## config.mk

```make
export PLATFORM = sky130hd
export DESIGN_NAME = polyshift_seq_flat
export DESIGN_NICKNAME = d
export VERILOG_FILES = /design/src/rtl/polyshift_seq_if.sv /design/src/rtl/polyshift_seq.sv /design/src/flat_wrapper.sv
export SDC_FILE = /design/constraint.sdc
export NUM_CORES = 1
export LEC_CHECK = 0
export BUFFER_PORTS_ARGS = -buffer_cell sky130_fd_sc_hd__buf_2
export CAP_MARGIN = 20
export CORE_MARGIN = 5
export CORE_UTILIZATION = 57
export DETAILED_ROUTE_END_ITERATION = 16
export PLACE_DENSITY = 0.95
export SYNTH_ARGS = -nofsm -noshare
export SYNTH_HDL_FRONTEND = slang
export SYNTH_SLANG_ARGS = --single-unit
```

## constraint.sdc

```tcl
create_clock -name clk_i -period 5.2 [get_ports clk_i]
set_clock_uncertainty 0.1 [all_clocks]
set_input_delay 1.3 -clock clk_i [delete_from_list [all_inputs] [get_ports clk_i]]
set_output_delay 1.3 -clock clk_i [all_outputs]
set_load 0.05 [all_outputs]
```

## src/rtl/polyshift_seq_if.sv

```systemverilog
// Request/result bundle for the multi-word shift sequencer.
// The slave side is the sequencer; the master side is the issue stage and the writeback consumer.
interface polyshift_seq_if #(
    parameter int WORD_WIDTH = 8,
    parameter int WORD_COUNT = 4
);
    logic                               valid_i;
    logic                               ready_o;
    logic [WORD_COUNT*WORD_WIDTH-1:0]   data_i;
    logic [WORD_WIDTH-2:0]              c_i;
    logic [$clog2(WORD_WIDTH)-1:0]      shift_size_i;
    logic [1:0]                         shift_type_i;
    logic                               valid_o;
    logic                               ready_i;
    logic [WORD_COUNT*WORD_WIDTH-1:0]   data_o;
    logic                               busy_o;

    modport slave (
        input  valid_i, data_i, c_i, shift_size_i, shift_type_i, ready_i,
        output ready_o, valid_o, data_o, busy_o
    );

    modport master (
        output valid_i, data_i, c_i, shift_size_i, shift_type_i, ready_i,
        input  ready_o, valid_o, data_o, busy_o
    );
endinterface

```

## src/rtl/polyshift_seq.sv

```systemverilog
// Wide right-shift sequencer: shifts a WORD_COUNT-word operand one word per cycle (LSW first)
// through a single word-wide shifter, chaining carry bits from the next-higher word.
module polyshift_seq #(
    parameter int WORD_WIDTH = 8,
    parameter int WORD_COUNT = 4
) (
    input  logic            clk_i,
    input  logic            rst_i,
    polyshift_seq_if.slave  bus
);
    localparam int SW = $clog2(WORD_WIDTH);
    localparam int IW = $clog2(WORD_COUNT);
    localparam logic [IW-1:0] LAST_IDX = IW'(WORD_COUNT - 1);

    localparam logic [1:0] T_LOGIC = 2'd0;
    localparam logic [1:0] T_ARITH = 2'd1;
    localparam logic [1:0] T_RCR   = 2'd2;
    localparam logic [1:0] T_ROR   = 2'd3;

    typedef enum logic [1:0] {S_IDLE, S_BUSY, S_DONE} state_t;

    state_t                                 state_reg, state_next;
    logic [IW-1:0]                          idx_reg, idx_next;
    logic [WORD_COUNT-1:0][WORD_WIDTH-1:0]  buf_reg, buf_next;
    logic [WORD_WIDTH-2:0]                  lsw_reg, lsw_next;
    logic [WORD_WIDTH-2:0]                  c_reg, c_next;
    logic [SW-1:0]                          size_reg, size_next;
    logic [1:0]                             type_reg, type_next;

    logic [WORD_WIDTH-1:0]                  cur_word;
    logic [WORD_WIDTH-1:0]                  upper_word;
    logic [WORD_WIDTH-2:0]                  carry_word;
    logic [2*WORD_WIDTH-2:0]                shifted;
    logic [WORD_WIDTH-1:0]                  shift_result;

    // Word shifter: every mode is a funnel shift of {fill, word}; only the fill differs.
    // Lower words always take the still-unshifted bits of the word above them.
    always_comb begin
        cur_word   = buf_reg[idx_reg];
        upper_word = buf_reg[idx_reg + 1'b1];
        carry_word = '0;
        if (idx_reg != LAST_IDX) begin
            carry_word = upper_word[WORD_WIDTH-2:0];
        end else begin
            case (type_reg)
                T_LOGIC: carry_word = '0;
                T_ARITH: carry_word = {(WORD_WIDTH-1){cur_word[WORD_WIDTH-1]}};
                T_RCR:   carry_word = c_reg;
                T_ROR:   carry_word = lsw_reg;
                default: carry_word = '0;
            endcase
        end
        shifted      = {carry_word, cur_word} >> size_reg;
        shift_result = shifted[WORD_WIDTH-1:0];
    end

    always_ff @(posedge clk_i) begin
        if (rst_i) begin
            state_reg <= S_IDLE;
            idx_reg   <= '0;
            buf_reg   <= '0;
            lsw_reg   <= '0;
            c_reg     <= '0;
            size_reg  <= '0;
            type_reg  <= T_LOGIC;
        end else begin
            state_reg <= state_next;
            idx_reg   <= idx_next;
            buf_reg   <= buf_next;
            lsw_reg   <= lsw_next;
            c_reg     <= c_next;
            size_reg  <= size_next;
            type_reg  <= type_next;
        end
    end

    always_comb begin
        state_next = state_reg;
        idx_next   = idx_reg;
        buf_next   = buf_reg;
        lsw_next   = lsw_reg;
        c_next     = c_reg;
        size_next  = size_reg;
        type_next  = type_reg;
        case (state_reg)
            S_IDLE: begin
                if (bus.valid_i) begin
                    buf_next   = bus.data_i;
                    lsw_next   = bus.data_i[WORD_WIDTH-2:0];
                    c_next     = bus.c_i;
                    size_next  = bus.shift_size_i;
                    type_next  = bus.shift_type_i;
                    idx_next   = '0;
                    state_next = S_BUSY;
                end
            end
            S_BUSY: begin
                buf_next[idx_reg] = shift_result;
                idx_next          = idx_reg + 1'b1;
                if (idx_reg == LAST_IDX) begin
                    idx_next   = '0;
                    state_next = S_DONE;
                end
            end
            S_DONE: begin
                if (bus.ready_i) begin
                    state_next = S_IDLE;
                end
            end
            default: state_next = S_IDLE;
        endcase
    end

    always_comb begin
        bus.ready_o = (state_reg == S_IDLE) && !rst_i;
        bus.valid_o = (state_reg == S_DONE);
        bus.busy_o  = (state_reg == S_BUSY);
    end

    for (genvar gi = 0; gi < WORD_COUNT; gi++) begin : g_out
        assign bus.data_o[gi*WORD_WIDTH +: WORD_WIDTH] = buf_reg[gi];
    end
endmodule

```

## src/flat_wrapper.sv

```systemverilog
// flat-port wrapper written by rule: the top's interface ports become plain ports
module polyshift_seq_flat 
#(
    parameter int WORD_WIDTH = 8,
    parameter int WORD_COUNT = 4
)
  (clk_i, rst_i, bus_valid_i, bus_data_i, bus_c_i, bus_shift_size_i, bus_shift_type_i, bus_ready_i, bus_ready_o, bus_valid_o, bus_data_o, bus_busy_o);
  polyshift_seq_if #(.WORD_WIDTH(WORD_WIDTH), .WORD_COUNT(WORD_COUNT)) bus_i ();
  input  logic clk_i;
  input  logic rst_i;
  input wire logic [$bits(bus_i.valid_i)-1:0] bus_valid_i;
  input wire logic [$bits(bus_i.data_i)-1:0] bus_data_i;
  input wire logic [$bits(bus_i.c_i)-1:0] bus_c_i;
  input wire logic [$bits(bus_i.shift_size_i)-1:0] bus_shift_size_i;
  input wire logic [$bits(bus_i.shift_type_i)-1:0] bus_shift_type_i;
  input wire logic [$bits(bus_i.ready_i)-1:0] bus_ready_i;
  output wire logic [$bits(bus_i.ready_o)-1:0] bus_ready_o;
  output wire logic [$bits(bus_i.valid_o)-1:0] bus_valid_o;
  output wire logic [$bits(bus_i.data_o)-1:0] bus_data_o;
  output wire logic [$bits(bus_i.busy_o)-1:0] bus_busy_o;
  assign bus_i.valid_i = bus_valid_i;
  assign bus_i.data_i = bus_data_i;
  assign bus_i.c_i = bus_c_i;
  assign bus_i.shift_size_i = bus_shift_size_i;
  assign bus_i.shift_type_i = bus_shift_type_i;
  assign bus_i.ready_i = bus_ready_i;
  assign bus_ready_o = bus_i.ready_o;
  assign bus_valid_o = bus_i.valid_o;
  assign bus_data_o = bus_i.data_o;
  assign bus_busy_o = bus_i.busy_o;
  polyshift_seq #(.WORD_WIDTH(WORD_WIDTH), .WORD_COUNT(WORD_COUNT)) u_core (.clk_i(clk_i), .rst_i(rst_i), .bus(bus_i));
endmodule
```

## Yosys cells after proc, flatten, opt, wreduce, memory -nomap -nowiden

Cells that the tools add are included.
W data, S select, Z words.

| word-level totals | value |
|---|---|
| logic and storage cells | 52 |
| ROM bits | 0 |
| memories | 0 |
| bits of input ports | 48 |
| register bits after elaboration | 55 |
| memory bits (writable) | 0 |
| bits in latches | 0 |

| cells by class | value |
|---|---|
| add/subtract/negate cells | 1 |
| muxes and demuxes | 18 |
| eq/ne operators | 10 |
| multipliers | 0 |
| divide/modulo/power cells | 0 |
| bitwise operators | 0 |
| $lt $le $gt $ge | 3 |
| reductions and logical operators | 9 |
| shift operators | 1 |

Operators with widths:

| cell | count |
|---|---|
| $pmux W32 S2 | 1 |
| $bmux W8 S2 | 2 |
| $bwmux W32 | 1 |
| $mux W32 | 1 |
| $pmux W7 S4 | 1 |
| $demux W8 S2 | 1 |
| $mux W8 | 2 |
| $shr A15 B3 Y8 | 1 |
| $mux W7 | 2 |
| $mux W2 | 5 |
| $eq A2 B2 Y1 const B | 4 |
| $lt A2 B3 Y1 const B | 2 |
| $ne A2 B2 Y1 const B | 3 |
| $pmux W2 S3 | 1 |
| $eq A2 B1 Y1 const B | 2 |
| $logic_not A2 Y1 | 2 |
| $pmux W2 S2 | 1 |
| $reduce_and A2 Y1 | 2 |
| $reduce_and A3 Y1 | 1 |
| $add A2 B1 Y2 const B | 1 |
| $ge A2 B1 Y1 const B | 1 |
| $logic_and A1 B1 Y1 | 2 |
| $ne A2 B1 Y1 const B | 1 |
| $reduce_bool A2 Y1 | 1 |
| $logic_not A1 Y1 | 1 |

## Depth between registers and ports, before layout

| depth | value |
|---|---|
| word-level depth | 7 |
| gate-level depth with buffers | 10 |
| mapped depth without buffers | 8 |

## Worst setup path before layout

No wires, ideal clock.

| timing path | value |
|---|---|
| kind | input-to-output |
| start point | input port rst_i |
| end point | output port bus_ready_o |
| slack | 1141 ps |
| data arrival time | 2659 ps |
| cell stages on the path | 3 |
| data required time | 3800 ps |
| buffers on the path | 2 |
| cell sequence | buf_6 > clkbuf_1 > nor3_1 |

| between the ends | value |
|---|---|
| cells in the longest elaborated chain, start to end | 2 |

RTL lines:

| what | RTL line | text |
|---|---|---|
| from (decl) | flat_wrapper.sv:10 | `input logic rst_i;` |
| $logic_not A1 Y1 | polyshift_seq.sv:115 | `bus.ready_o = (state_reg == S_IDLE) && !rst_i;` |
| $logic_and A1 B1 Y1 | polyshift_seq.sv:115 |  |
| to (decl) | flat_wrapper.sv:17 | `output wire logic [$bits(bus_i.ready_o)-1:0] bus_ready_o;` |

No other way between the ends.

## Worst setup path after layout

| timing path | value |
|---|---|
| start point | register u_core.idx_reg[0] |
| end point | register u_core.buf_reg (netlist bit u_core.bus.data_o[7]) |

| between the ends | value |
|---|---|
| cells in the longest elaborated chain, start to end | 7 |
| elaborated cells between the ends (all ways) | 16 |
| classes of those cells | add/sub (1); order compare (2); eq/ne (1); shift (1); mux (10); reduce/logical (1) |

RTL lines:

| what | RTL line | text |
|---|---|---|
| from (decl) | polyshift_seq.sv:23 | `logic [IW-1:0] idx_reg, idx_next;` |
| from (signal assigned) | polyshift_seq.sv:68 | `idx_reg <= idx_next;` |
| $add A2 B1 Y2 or $bmux W8 S2 (tied branches) | polyshift_seq.sv:40, polyshift_seq.sv:39 |  |
| $bmux W8 S2 or $mux W8 (tied branches) | polyshift_seq.sv:40, polyshift_seq.sv:39 |  |
| $mux W7 (not written as such) or $pmux W7 S4 (tied branches) | polyshift_seq.sv:40, polyshift_seq.sv:45 |  |
| $mux W7 | polyshift_seq.sv:42 | `if (idx_reg != LAST_IDX) begin` |
| $shr A15 B3 Y8 | polyshift_seq.sv:53 | `shifted = {carry_word, cur_word} >> size_reg;` |
| $bwmux W32 * | polyshift_seq.sv:98 | `buf_next[idx_reg] = shift_result;` |
| $pmux W32 S2 * | polyshift_seq.sv:85 | `case (state_reg)` |
| to (signal assigned) | polyshift_seq.sv:69 | `buf_reg <= buf_next;` |
| to (decl) | polyshift_seq.sv:24 | `logic [WORD_COUNT-1:0][WORD_WIDTH-1:0] buf_reg, buf_next;` |

Mark *: on every way between the ends. The rest lies on a longest branch, timed or not. The select of a mux whose other input is x is not followed.
A chain may end at the register's enable or synchronous reset.

==> metrics <==
mux cell area share after synthesis=between 20% and 30%; setup repair after global routing missed its margin=no; Final nets=456; Post-Synth Adder-Cell Area=about 1.6%; WS Path Type=reg -> reg; vias in the first global route=about 3,000; area grow syn2layout=15.0%; Inserted Clock Buffers=5; Crit path max-delay family=compound AO/OA/AOI/OAI gates; root buffer selected by CTS=clkbuf_8; final slew viol count=0; GP Congestion=between 0.9 and 1; GRT Residual Overflow=0; vias=3,105; Post-Synth Simple-Gate Area=between 10% and 20%; XOR/XNOR share of the synthesized area=0%; largest net degree at the start of global routing=64; htree depth=2; max-cap violations=0; # DRC=0; crit path cell chain=inv_1, ha_1, mux2_2, a222oi_1, mux2_1, nand3_1, a32oi_2, o22ai_1; Cells after Synth=roughly 340; final wirelength=approximately 9400 um; CTS tree=built; Least-Margin Pin Slew=between 0.8 and 0.9 ns; Slowest cell on crit path=dfxtp_1; total track usage=between 20% and 30%; via/cell ratio=6.52; sequential fraction of the synthesis area=around a third; postcts setup bufs=0; die width=about 85 um; Tcrit/Tclk final=between 70% and 80%; final setup fails=0; WP data required=approximately 5.3 ns; Hold Vio Cnt, Final=0; Final HPWL DP=between 7000 and 8000 um; Post-DRT Antenna Nets=0; drt pass-1 iters=6; full die area=0.00721 mm^2; slew margin rel.=42.8%; core outline area=0.00547 mm^2; nature of the critical path endpoint=flop; commonest non-fill, non-tap cells in the layout=buf_2 (82), dfxtp_1 (55), nand2_1 (50); Worst-path clk slew=~0.090 ns; Ys Warns=0; Tmin final=around 3.8 ns; Worst path max stage delay=~0.80 ns; I/O Buffers=82; HP Class=reg -> reg; initial antenna violation count=0; Lkg Pwr=around 1.5 nW; status=complete, no violations; chip height=about 85 um; # diodes=0; share of layout cells above drive strength 1=34.2%; Power Density=~290 mW/mm^2; commonest non-fill, non-tap cell in the layout=buf_2; first-pass GRT wire length=~15,000 um; Synth Cell Area=between 0.003 and 0.004 mm^2; Max VDD drop=0.202 mV; Synth Flop Type=dfxtp_1; Initial DRC Count=~380; # resized after CTS=0; Critical Path AT=around 3.9 ns; count of cell types in the netlist=between 40 and 50; worst slack, placed=around 1.6 ns; wire per inst=around 20 um; Initial Util=between 50% and 60%; crit path max fanout=14; largest family of logic cells by synthesized area=compound AO/OA/AOI/OAI gates; Syn Nets=about 390; setup ws final=around 1.4 ns; Mean Syn Cell Area=9.52 um^2; max FFs per register=32; FFs w/ async S/R, synth=0%; total negative slack=0 ns; number of synthesized register bits=55; number of placement rows=27; # fillers=465; Boundary Pins=83; Peak Freq=0.264 GHz; startpoint types=flop; CP bufs+invs=1; post-synthesis compound-gate area fraction=25.9%; hold-fix buffer count after cts=0; clk sinks=55; Max Root-Sink Buffers=2; clock latency on the worst-skew pair=0.31 ns; number of enable flip-flop cells after synthesis=0
## cells by family after synthesis
family          after synthesis
fa+ha+maj                     4
simple gates                 86
flops                        55
buf+inv                      28
mux                          44
compound gates              119
## metal layers
| layer | up-vias | GRT usage [%] | share of wire (%) |
|---|---|---|---|
| met5 | - | 0 | 0 |
| met1 | 1456 | 32.4 | 39 |
| met2 | 193 | 42.1 | 49 |
| met4 | 0 | 11.8 | 3.2 |
| met3 | 30 | 5.63 | 8.7 |
| li1 | 1426 | - | - |
## where the power goes
group,total (mW),switching [mW],internal [mW]
registers,0.485,0.0365,0.448
logic,0.295,0.183,0.113
clock network,0.274,0.133,0.141
total,1.05,0.352,0.703
## cells in the mapped netlist, types with 2 or more instances
cell / n / area share (%)
a211oi_1: 2 / 0.47
a21boi_0: 7 / 1.6
a21oi_1: 32 / 5.0
a222oi_1: 6 / 1.9
a22oi_1: 25 / 5.9
a22oi_2: 3 / 1.2
a31oi_1: 2 / 0.39
and2_1: 4 / 0.78
buf_1: 4 / 0.47
buf_2: 6 / 0.94
buf_6: 4 / 1.4
clkbuf_1: 6 / 0.70
clkbuf_8: 2 / 0.86
dfxtp_1: 55 / 34
ha_1: 4 / 1.6
inv_1: 4 / 0.47
mux2_1: 2 / 0.70
mux2_2: 22 / 7.7
mux2i_1: 6 / 1.9
mux4_1: 3 / 2.5
mux4_2: 9 / 6.3
nand2_1: 50 / 5.9
nand2b_1: 3 / 0.59
nand3_1: 3 / 0.47
nor2_1: 8 / 0.94
nor2b_1: 4 / 0.78
nor3_1: 4 / 0.63
o21ai_0: 5 / 0.78
o22ai_1: 24 / 4.7
o32a_1: 2 / 0.63
o32a_2: 2 / 0.70
o32ai_1: 4 / 1.1
or2_2: 4 / 0.78
## metrics by stage
stage / std cells / area, um^2 / hold slack (ns) / total power [mW] / util, %
after detailed placement: 468 / 3550 / 0.344 / 0.780 / 64.9
after global routing: 476 / 3680 / 0.375 / 1.09 / 67.2
after floorplan: 336 / 3200 / 0.332 / 0.707 / -
final: 476 / 3680 / 0.356 / 1.05 / 67.2
after CTS: 475 / 3650 / 0.358 / 1.05 / 66.7
after global placement: 468 / 3550 / 0.338 / 0.774 / 64.9
## path summary, 6_finish.rpt
check | start | endpoint | slack (ns) | cells past startpoint
max | u_core.idx_reg[0] | u_core.bus.data_o[7] | 1.42 | 8
min | u_core.c_reg[5] | u_core.c_reg[5] | 0.36 | 2
max reg2reg | u_core.idx_reg[0] | u_core.bus.data_o[7] | 1.42 | 8
min reg2reg | u_core.c_reg[5] | u_core.c_reg[5] | 0.36 | 2
## area by class of cell
type / count / area (um^2) / share of cell area (%)
clock inverter: 1 / 30.0 / 0.816
timing repair buffer: 85 / 453 / 12.3
clock buffer: 6 / 72.6 / 1.97
inverter: 4 / 15.0 / 0.408
multi-input combinational: 253 / 1920 / 52.1
tap: 72 / 90.1 / 2.45
sequential: 55 / 1100 / 29.9
## worst min-delay path, cell delays in order (launching register included)
cell	delay, ns
dfxtp_1	0.32
nand2_1	0.05
a21oi_1	0.05
No activity file was read; power rests on OpenSTA's default activity.
